--- src/rtl/decode_stage.sv ---
// RV32I/RV64I registered decode stage with a two-entry (output + skid) buffer and flush.
// Optional encoding checks are enabled by defining DECODE_ILLEGAL_CHECK_EN.
`timescale 1ns/1ps
module decode_stage #(
    parameter int XLEN = 32
) (
    input  logic            clk,
    input  logic            rst,
    input  logic            flush,
    input  logic            in_valid,
    output logic            in_ready,
    input  logic [31:0]     in_ins,
    input  logic [XLEN-1:0] in_pc,
    output logic            out_valid,
    input  logic            out_ready,
    output logic [XLEN-1:0] out_pc,
    output logic [6:0]      opcode,
    output logic [2:0]      funct3,
    output logic [6:0]      funct7,
    output logic [4:0]      rs1,
    output logic [4:0]      rs2,
    output logic [4:0]      rd,
    output logic [XLEN-1:0] imm,
    output logic [1:0]      pcsel,
    output logic            alu1sel,
    output logic            alu2sel,
    output logic [1:0]      wbsel,
    output logic            regwrite,
    output logic            memwrite,
    output logic            illegal
);

    localparam logic [6:0] OPC_LUI    = 7'b0110111;
    localparam logic [6:0] OPC_AUIPC  = 7'b0010111;
    localparam logic [6:0] OPC_JAL    = 7'b1101111;
    localparam logic [6:0] OPC_JALR   = 7'b1100111;
    localparam logic [6:0] OPC_BRANCH = 7'b1100011;
    localparam logic [6:0] OPC_LOAD   = 7'b0000011;
    localparam logic [6:0] OPC_STORE  = 7'b0100011;
    localparam logic [6:0] OPC_OPIMM  = 7'b0010011;
    localparam logic [6:0] OPC_OP     = 7'b0110011;
    localparam logic [6:0] OPC_FENCE  = 7'b0001111;
    localparam logic [6:0] OPC_SYSTEM = 7'b1110011;

    typedef struct packed {
        logic [XLEN-1:0] pc;
        logic [6:0]      opcode;
        logic [2:0]      funct3;
        logic [6:0]      funct7;
        logic [4:0]      rs1;
        logic [4:0]      rs2;
        logic [4:0]      rd;
        logic [XLEN-1:0] imm;
        logic [1:0]      pcsel;
        logic            alu1sel;
        logic            alu2sel;
        logic [1:0]      wbsel;
        logic            regwrite;
        logic            memwrite;
        logic            illegal;
    } bundle_t;

    function automatic logic [XLEN-1:0] sext(input logic signed [31:0] v);
        logic signed [XLEN-1:0] w;
        w = XLEN'(v);
        return w;
    endfunction

`ifdef DECODE_ILLEGAL_CHECK_EN
    function automatic logic illegal_enc(input logic [31:0] ins);
        logic       bad;
        logic [2:0] f3;
        f3  = ins[14:12];
        bad = (ins[1:0] != 2'b11);
        case (ins[6:0])
            OPC_LOAD:   bad = bad | ((XLEN == 64) ? (f3 == 3'd7) : (f3 == 3'd3 || f3 >= 3'd6));
            OPC_STORE:  bad = bad | ((XLEN == 64) ? (f3 >= 3'd4) : (f3 >= 3'd3));
            OPC_BRANCH: bad = bad | (f3 == 3'd2 || f3 == 3'd3);
            OPC_JALR:   bad = bad | (f3 != 3'd0);
            OPC_OP:     bad = bad | (ins[31:25] != 7'b0000000 && ins[31:25] != 7'b0100000);
            OPC_LUI, OPC_AUIPC, OPC_JAL, OPC_OPIMM, OPC_FENCE, OPC_SYSTEM: ;
            default:    bad = 1'b1;
        endcase
        return bad;
    endfunction
`endif

    function automatic bundle_t decode(input logic [31:0] ins, input logic [XLEN-1:0] pc);
        bundle_t            b;
        logic signed [31:0] imm_i, imm_s, imm_b, imm_u, imm_j;
        imm_i = {{20{ins[31]}}, ins[31:20]};
        imm_s = {{20{ins[31]}}, ins[31:25], ins[11:7]};
        imm_b = {{19{ins[31]}}, ins[31], ins[7], ins[30:25], ins[11:8], 1'b0};
        imm_u = {ins[31:12], 12'b0};
        imm_j = {{11{ins[31]}}, ins[31], ins[19:12], ins[20], ins[30:21], 1'b0};
        b        = '0;
        b.pc     = pc;
        b.opcode = ins[6:0];
        b.funct3 = ins[14:12];
        b.funct7 = ins[31:25];
        case (ins[6:0])
            OPC_LUI: begin
                b.rd = ins[11:7]; b.imm = sext(imm_u);
                b.alu2sel = 1'b1; b.regwrite = 1'b1;
            end
            OPC_AUIPC: begin
                b.rd = ins[11:7]; b.imm = sext(imm_u);
                b.alu1sel = 1'b1; b.alu2sel = 1'b1; b.regwrite = 1'b1;
            end
            OPC_JAL: begin
                b.rd = ins[11:7]; b.imm = sext(imm_j);
                b.pcsel = 2'd1; b.wbsel = 2'd2; b.regwrite = 1'b1;
            end
            OPC_JALR: begin
                b.rs1 = ins[19:15]; b.rd = ins[11:7]; b.imm = sext(imm_i);
                b.pcsel = 2'd2; b.alu2sel = 1'b1; b.wbsel = 2'd2; b.regwrite = 1'b1;
            end
            OPC_BRANCH: begin
                b.rs1 = ins[19:15]; b.rs2 = ins[24:20]; b.imm = sext(imm_b);
                b.pcsel = 2'd3;
            end
            OPC_LOAD: begin
                b.rs1 = ins[19:15]; b.rd = ins[11:7]; b.imm = sext(imm_i);
                b.alu2sel = 1'b1; b.wbsel = 2'd1; b.regwrite = 1'b1;
            end
            OPC_STORE: begin
                b.rs1 = ins[19:15]; b.rs2 = ins[24:20]; b.imm = sext(imm_s);
                b.alu2sel = 1'b1; b.memwrite = 1'b1;
            end
            OPC_OPIMM: begin
                b.rs1 = ins[19:15]; b.rd = ins[11:7]; b.imm = sext(imm_i);
                b.alu2sel = 1'b1; b.regwrite = 1'b1;
            end
            OPC_OP: begin
                b.rs1 = ins[19:15]; b.rs2 = ins[24:20]; b.rd = ins[11:7];
                b.regwrite = 1'b1;
            end
            OPC_FENCE, OPC_SYSTEM: begin
                b.rs1 = ins[19:15]; b.rd = ins[11:7]; b.imm = sext(imm_i);
            end
            default: begin
                // Unknown encodings keep raw register fields for debug visibility.
                b.rs1 = ins[19:15]; b.rs2 = ins[24:20]; b.rd = ins[11:7];
            end
        endcase
        if (b.rd == 5'd0) b.regwrite = 1'b0;
`ifdef DECODE_ILLEGAL_CHECK_EN
        b.illegal = illegal_enc(ins);
        if (b.illegal) begin
            b.regwrite = 1'b0;
            b.memwrite = 1'b0;
            b.pcsel    = 2'd0;
        end
`endif
        return b;
    endfunction

    bundle_t w_dec;
    logic    w_accept;
    logic    w_drain;
    bundle_t r_bundle_p1;
    bundle_t r_skid_p1;
    logic    r_vld_p1;
    logic    r_skid_vld_p1;
    logic    r_in_ready;

    assign w_dec    = decode(in_ins, in_pc);
    assign w_accept = in_valid && r_in_ready;
    assign w_drain  = !r_vld_p1 || out_ready;

    // Stage p0 -> p1: output register fed from skid first, then from the input.
    always_ff @(posedge clk) begin
        if (rst) begin
            r_bundle_p1   <= '0;
            r_skid_p1     <= '0;
            r_vld_p1      <= 1'b0;
            r_skid_vld_p1 <= 1'b0;
            r_in_ready    <= 1'b0;
        end else if (flush) begin
            r_vld_p1      <= 1'b0;
            r_skid_vld_p1 <= 1'b0;
            r_in_ready    <= 1'b1;
        end else if (w_drain) begin
            if (r_skid_vld_p1) begin
                r_bundle_p1   <= r_skid_p1;
                r_vld_p1      <= 1'b1;
                r_skid_vld_p1 <= w_accept;
                r_in_ready    <= !w_accept;
                if (w_accept) r_skid_p1 <= w_dec;
            end else begin
                r_vld_p1   <= w_accept;
                r_in_ready <= 1'b1;
                if (w_accept) r_bundle_p1 <= w_dec;
            end
        end else if (w_accept) begin
            r_skid_p1     <= w_dec;
            r_skid_vld_p1 <= 1'b1;
            r_in_ready    <= 1'b0;
        end
    end

    assign in_ready  = r_in_ready;
    assign out_valid = r_vld_p1;
    assign out_pc    = r_bundle_p1.pc;
    assign opcode    = r_bundle_p1.opcode;
    assign funct3    = r_bundle_p1.funct3;
    assign funct7    = r_bundle_p1.funct7;
    assign rs1       = r_bundle_p1.rs1;
    assign rs2       = r_bundle_p1.rs2;
    assign rd        = r_bundle_p1.rd;
    assign imm       = r_bundle_p1.imm;
    assign pcsel     = r_bundle_p1.pcsel;
    assign alu1sel   = r_bundle_p1.alu1sel;
    assign alu2sel   = r_bundle_p1.alu2sel;
    assign wbsel     = r_bundle_p1.wbsel;
    assign regwrite  = r_bundle_p1.regwrite;
    assign memwrite  = r_bundle_p1.memwrite;
    assign illegal   = r_bundle_p1.illegal;

endmodule

--- config.mk ---
export PLATFORM = sky130hd
export DESIGN_NAME = decode_stage
export DESIGN_NICKNAME = d
export VERILOG_FILES = /design/src/rtl/decode_stage.sv
export SDC_FILE = /design/constraint.sdc
export NUM_CORES = 1
export LEC_CHECK = 0
export BUFFER_PORTS_ARGS = -buffer_cell sky130_fd_sc_hd__buf_2
export CAP_MARGIN = 25
export CORE_MARGIN = 3
export CORE_UTILIZATION = 55
export DETAILED_ROUTE_END_ITERATION = 12
export GPL_TIMING_DRIVEN = 0
export PLACE_DENSITY_LB_ADDON = 0.2
export SYNTH_ARGS = -nofsm -noshare
export SYNTH_HDL_FRONTEND = slang
export SYNTH_SLANG_ARGS = --single-unit
export TNS_END_PERCENT = 10
--- constraint.sdc ---
create_clock -name clk -period 1.9 [get_ports clk]
set_input_delay 0.095 -clock clk [delete_from_list [all_inputs] [get_ports clk]]
set_output_delay 0.095 -clock clk [all_outputs]
set_load 0.05 [all_outputs]
==> out/results.ini <==
[placed_design]
port-buffer-count = 171
placed_area_um2 = 10040
dp.cells = 1405
place_congestion = 0.9515
dp_hpwl_um = 19540

[setup_path]
cpMaxStageDelayCell = a311oi_2
required_ns = 2.25
critPathArrivalTime_ns = 2.25
worstSetupEndpoint = rs2[1]
cp-startpoint = r_skid_vld_p1
slowest_delay_ns = 0.55
critPathCaptureType = flip-flop
crit_fanout = 10
r2r_end = rs2[1]
rr_worst_depth = 6
rrSetupSlack_ns = -0.002
timing.rr.start = r_skid_vld_p1
crit_type = reg -> reg
worst_setup_path_start_kind = flip-flop
crit_chain = buf_6 > a21oi_4 > or3_1 > clkbuf_4 > a311oi_2 > a211oi_1

[synth]
synth_xor_xnor_area_share_pct = 0.09825
synth.distinct_cells = 63
synth_commonest_cells = dfxtp_1 (211), nand2_1 (152), a21oi_1 (115)
yosysMostFrequentCell = dfxtp_1
avgSynthCellArea_um2 = 8.714
async_reset_ff_share_pct = 0
synth_top_family_by_area = compound AO/OA/AOI/OAI gates
synth_area_leaders = dfxtp_1 (47%), a21oi_1 (6.5%), nand2_1 (6.4%)
ys_warn_count = 0
ys_ff_latch = 211
synth_area_um2 = 8915
synth_top_area_share_pct = 47.38
synth_nets = 1092
syn_inst = 1023
synth_edf_count = 0
netlist.top_cell.by_area = dfxtp_1
synth_compound_area_share_pct = 24.35
synth_seq_area_share_pct = 47.38
synth_fa_ha_area_share_pct = 0
ys.flop_type = dfxtp_1
synthSimpleGateAreaFrac_pct = 16.67
synth_mux_area_share_pct = 6.175

[finish]
final_cells = 1509
drive_gt1_share_pct = 23.96
antenna-diode-count = 0
nFillCells = 1201
syn_to_final_growth_pct = 29.66
final_nets = 1353
fin_util_pct = 74.38
final_area_um2 = 11560

[clocking]
htree_levels = 1
cts_tree = built
clk_pin_slew_ns = 0.06
cts_sinks = 211
clock_path_buffers = 3
numCtsBuffers = 22
clock_tree.root_cell = clkbuf_16
insertion_delay_ns = 0.50

[grt]
grt_pass1_vias = 8438
grt_pass1_wl_um = 45430
antenna_found_initial = 0
grt_max_degree = 15
overflow = 0
grt_usage_pct = 31.28

[route]
ant_nets = 0
drc_errors = 0
viasPerCell = 5.996
totalWireLength_um = 29100
vias = 9048
drtPass1Iterations = 5
drtIter0Drc = 886
wl_per_cell_um = 19.28

[sta]
fin_setup_tns_ns = -0.002129
worst_slack_ns = -0.002129
fin_skew_ns = 0.008588
worst_slew_pin_slew_ns = 0.9056
finalHoldViolCount = 0
setup_viol = 1
fin_crit_ns = 1.902
rsz0062_at_grt = true
fin_crit_sh_pct = 100.1
max_slew_margin_pct = 39.35
maxSlewViolCount = 0
fmax_ghz = 0.5257

[die]
ioPinCount = 176
die_w_um = 133.3
core_um2 = 15540
initial_utilization_pct = 57.37
dieArea_um2 = 17770
fp.dieH_um = 133.3
rows = 45

[power]
p_leak_nw = 4.441
cellPowerDensity_nw_per_um2 = 894.1
totalPowerFinal_mw = 10.33
ir_drop_v = 0.0006211

[job]
cap_violations = 0

[outcome]
outcome = finished with violations
violations = negative setup slack

[hold_path]
hp-class = in -> reg

flip-flops by register name (all words and copies together), names as in the netlist:
register,count
memwrite,1
funct7,7
out_pc,32
rs2,5
rs1,5
imm,32
in_ready,1
opcode,7
wbsel,2
r_skid_p1,104
r_skid_vld_p1,1
out_valid,1
alu2sel,1
regwrite,1
alu1sel,1
rd,5
pcsel,2
funct3,3
critical path, delay by kind of cell (launching register included):
family                 cells  cell delay, ns
buffers and inverters      2            0.38
AO/OA/AOI/OAI              3            0.71
AND/OR/NAND/NOR            1            0.36
flip-flops                 1            0.32
layout make-up:
type	count	area [µm²]	share of cell area, %
clock buffers	29	648.1	5.607
multi-input cells	710	4282	37.04
inverters	5	18.77	0.1624
clock inverters	9	101.3	0.8768
repair buffers	237	1508	13.04
plain buffers	97	511.7	4.427
flip-flops and latches	211	4225	36.56
well taps	211	264.0	2.284
worst min-delay path by stage:
stage                     startpoint            end  slack, ns  cells after the start
after detailed placement   in_pc[23]  r_skid_p1[96]       0.36                      3
after global routing        in_valid       in_ready       0.07                      4
after global placement      in_pc[6]  r_skid_p1[79]       0.35                      3
final                       in_valid       in_ready       0.04                      4
after floorplan           in_ins[30]        imm[10]       0.20                      1
after CTS                   in_valid       in_ready      0.007                      4
power breakdown:
| part | internal [mW] | switching (mW) |
|---|---|---|
| Sequential | 4.54 | 0.0621 |
| Clock | 2.67 | 1.75 |
| Combinational | 0.399 | 0.915 |
placed cells by master, fill, tap and decap left out, types with 8 or more instances in the layout:
cell type,n
dfxtp_1,210
buf_2,204
nand2_1,152
a21oi_1,115
o21ai_0,72
nor2_1,69
a211oi_1,63
dlygate4sd3_1,61
mux2i_1,55
clkbuf_1,31
nand3b_1,29
clkbuf_16,23
nand3_1,19
buf_4,17
clkbuf_2,13
a31oi_1,12
a22o_1,12
a211oi_2,10
a311oi_1,9
a32oi_1,8
stage by stage:
stage | hold slack, ns | setup slack, ns
3_5_place_dp | 0.3557 | -0.2064
3_3_place_gp | 0.3493 | -0.1782
6_report | 0.03962 | -0.002129
4_1_cts | 0.007155 | -0.005919
5_1_grt | 0.07273 | -0.05024
2_1_floorplan | 0.2050 | -0.03262
layer usage:
layer,track usage [%],share of wire (%),up-vias
met2,49.27,45,555
met4,13.31,3.7,0
met3,4.683,10,93
met5,0,0,-
met1,43.04,41,4211
li1,-,-,4189
cell families after synthesis:
kind of cell | after synthesis
AOI/OAI and AO/OA | 338
and+or+nand+nor | 315
DFF | 211
buffers and inverters | 102
muxes | 55
xor gates and xnor gates | 1
other | 1
what timing repair did:
item	4_1_cts	5_1_grt
setup buffers	0	4
resized for setup	18	36
hold buffers	61	0
hold endpoints to repair	166	0
gates cloned	0	1
endpoints found under the setup margin	158	177
pin swaps	0	3
Power figures use the tool's default switching activity.
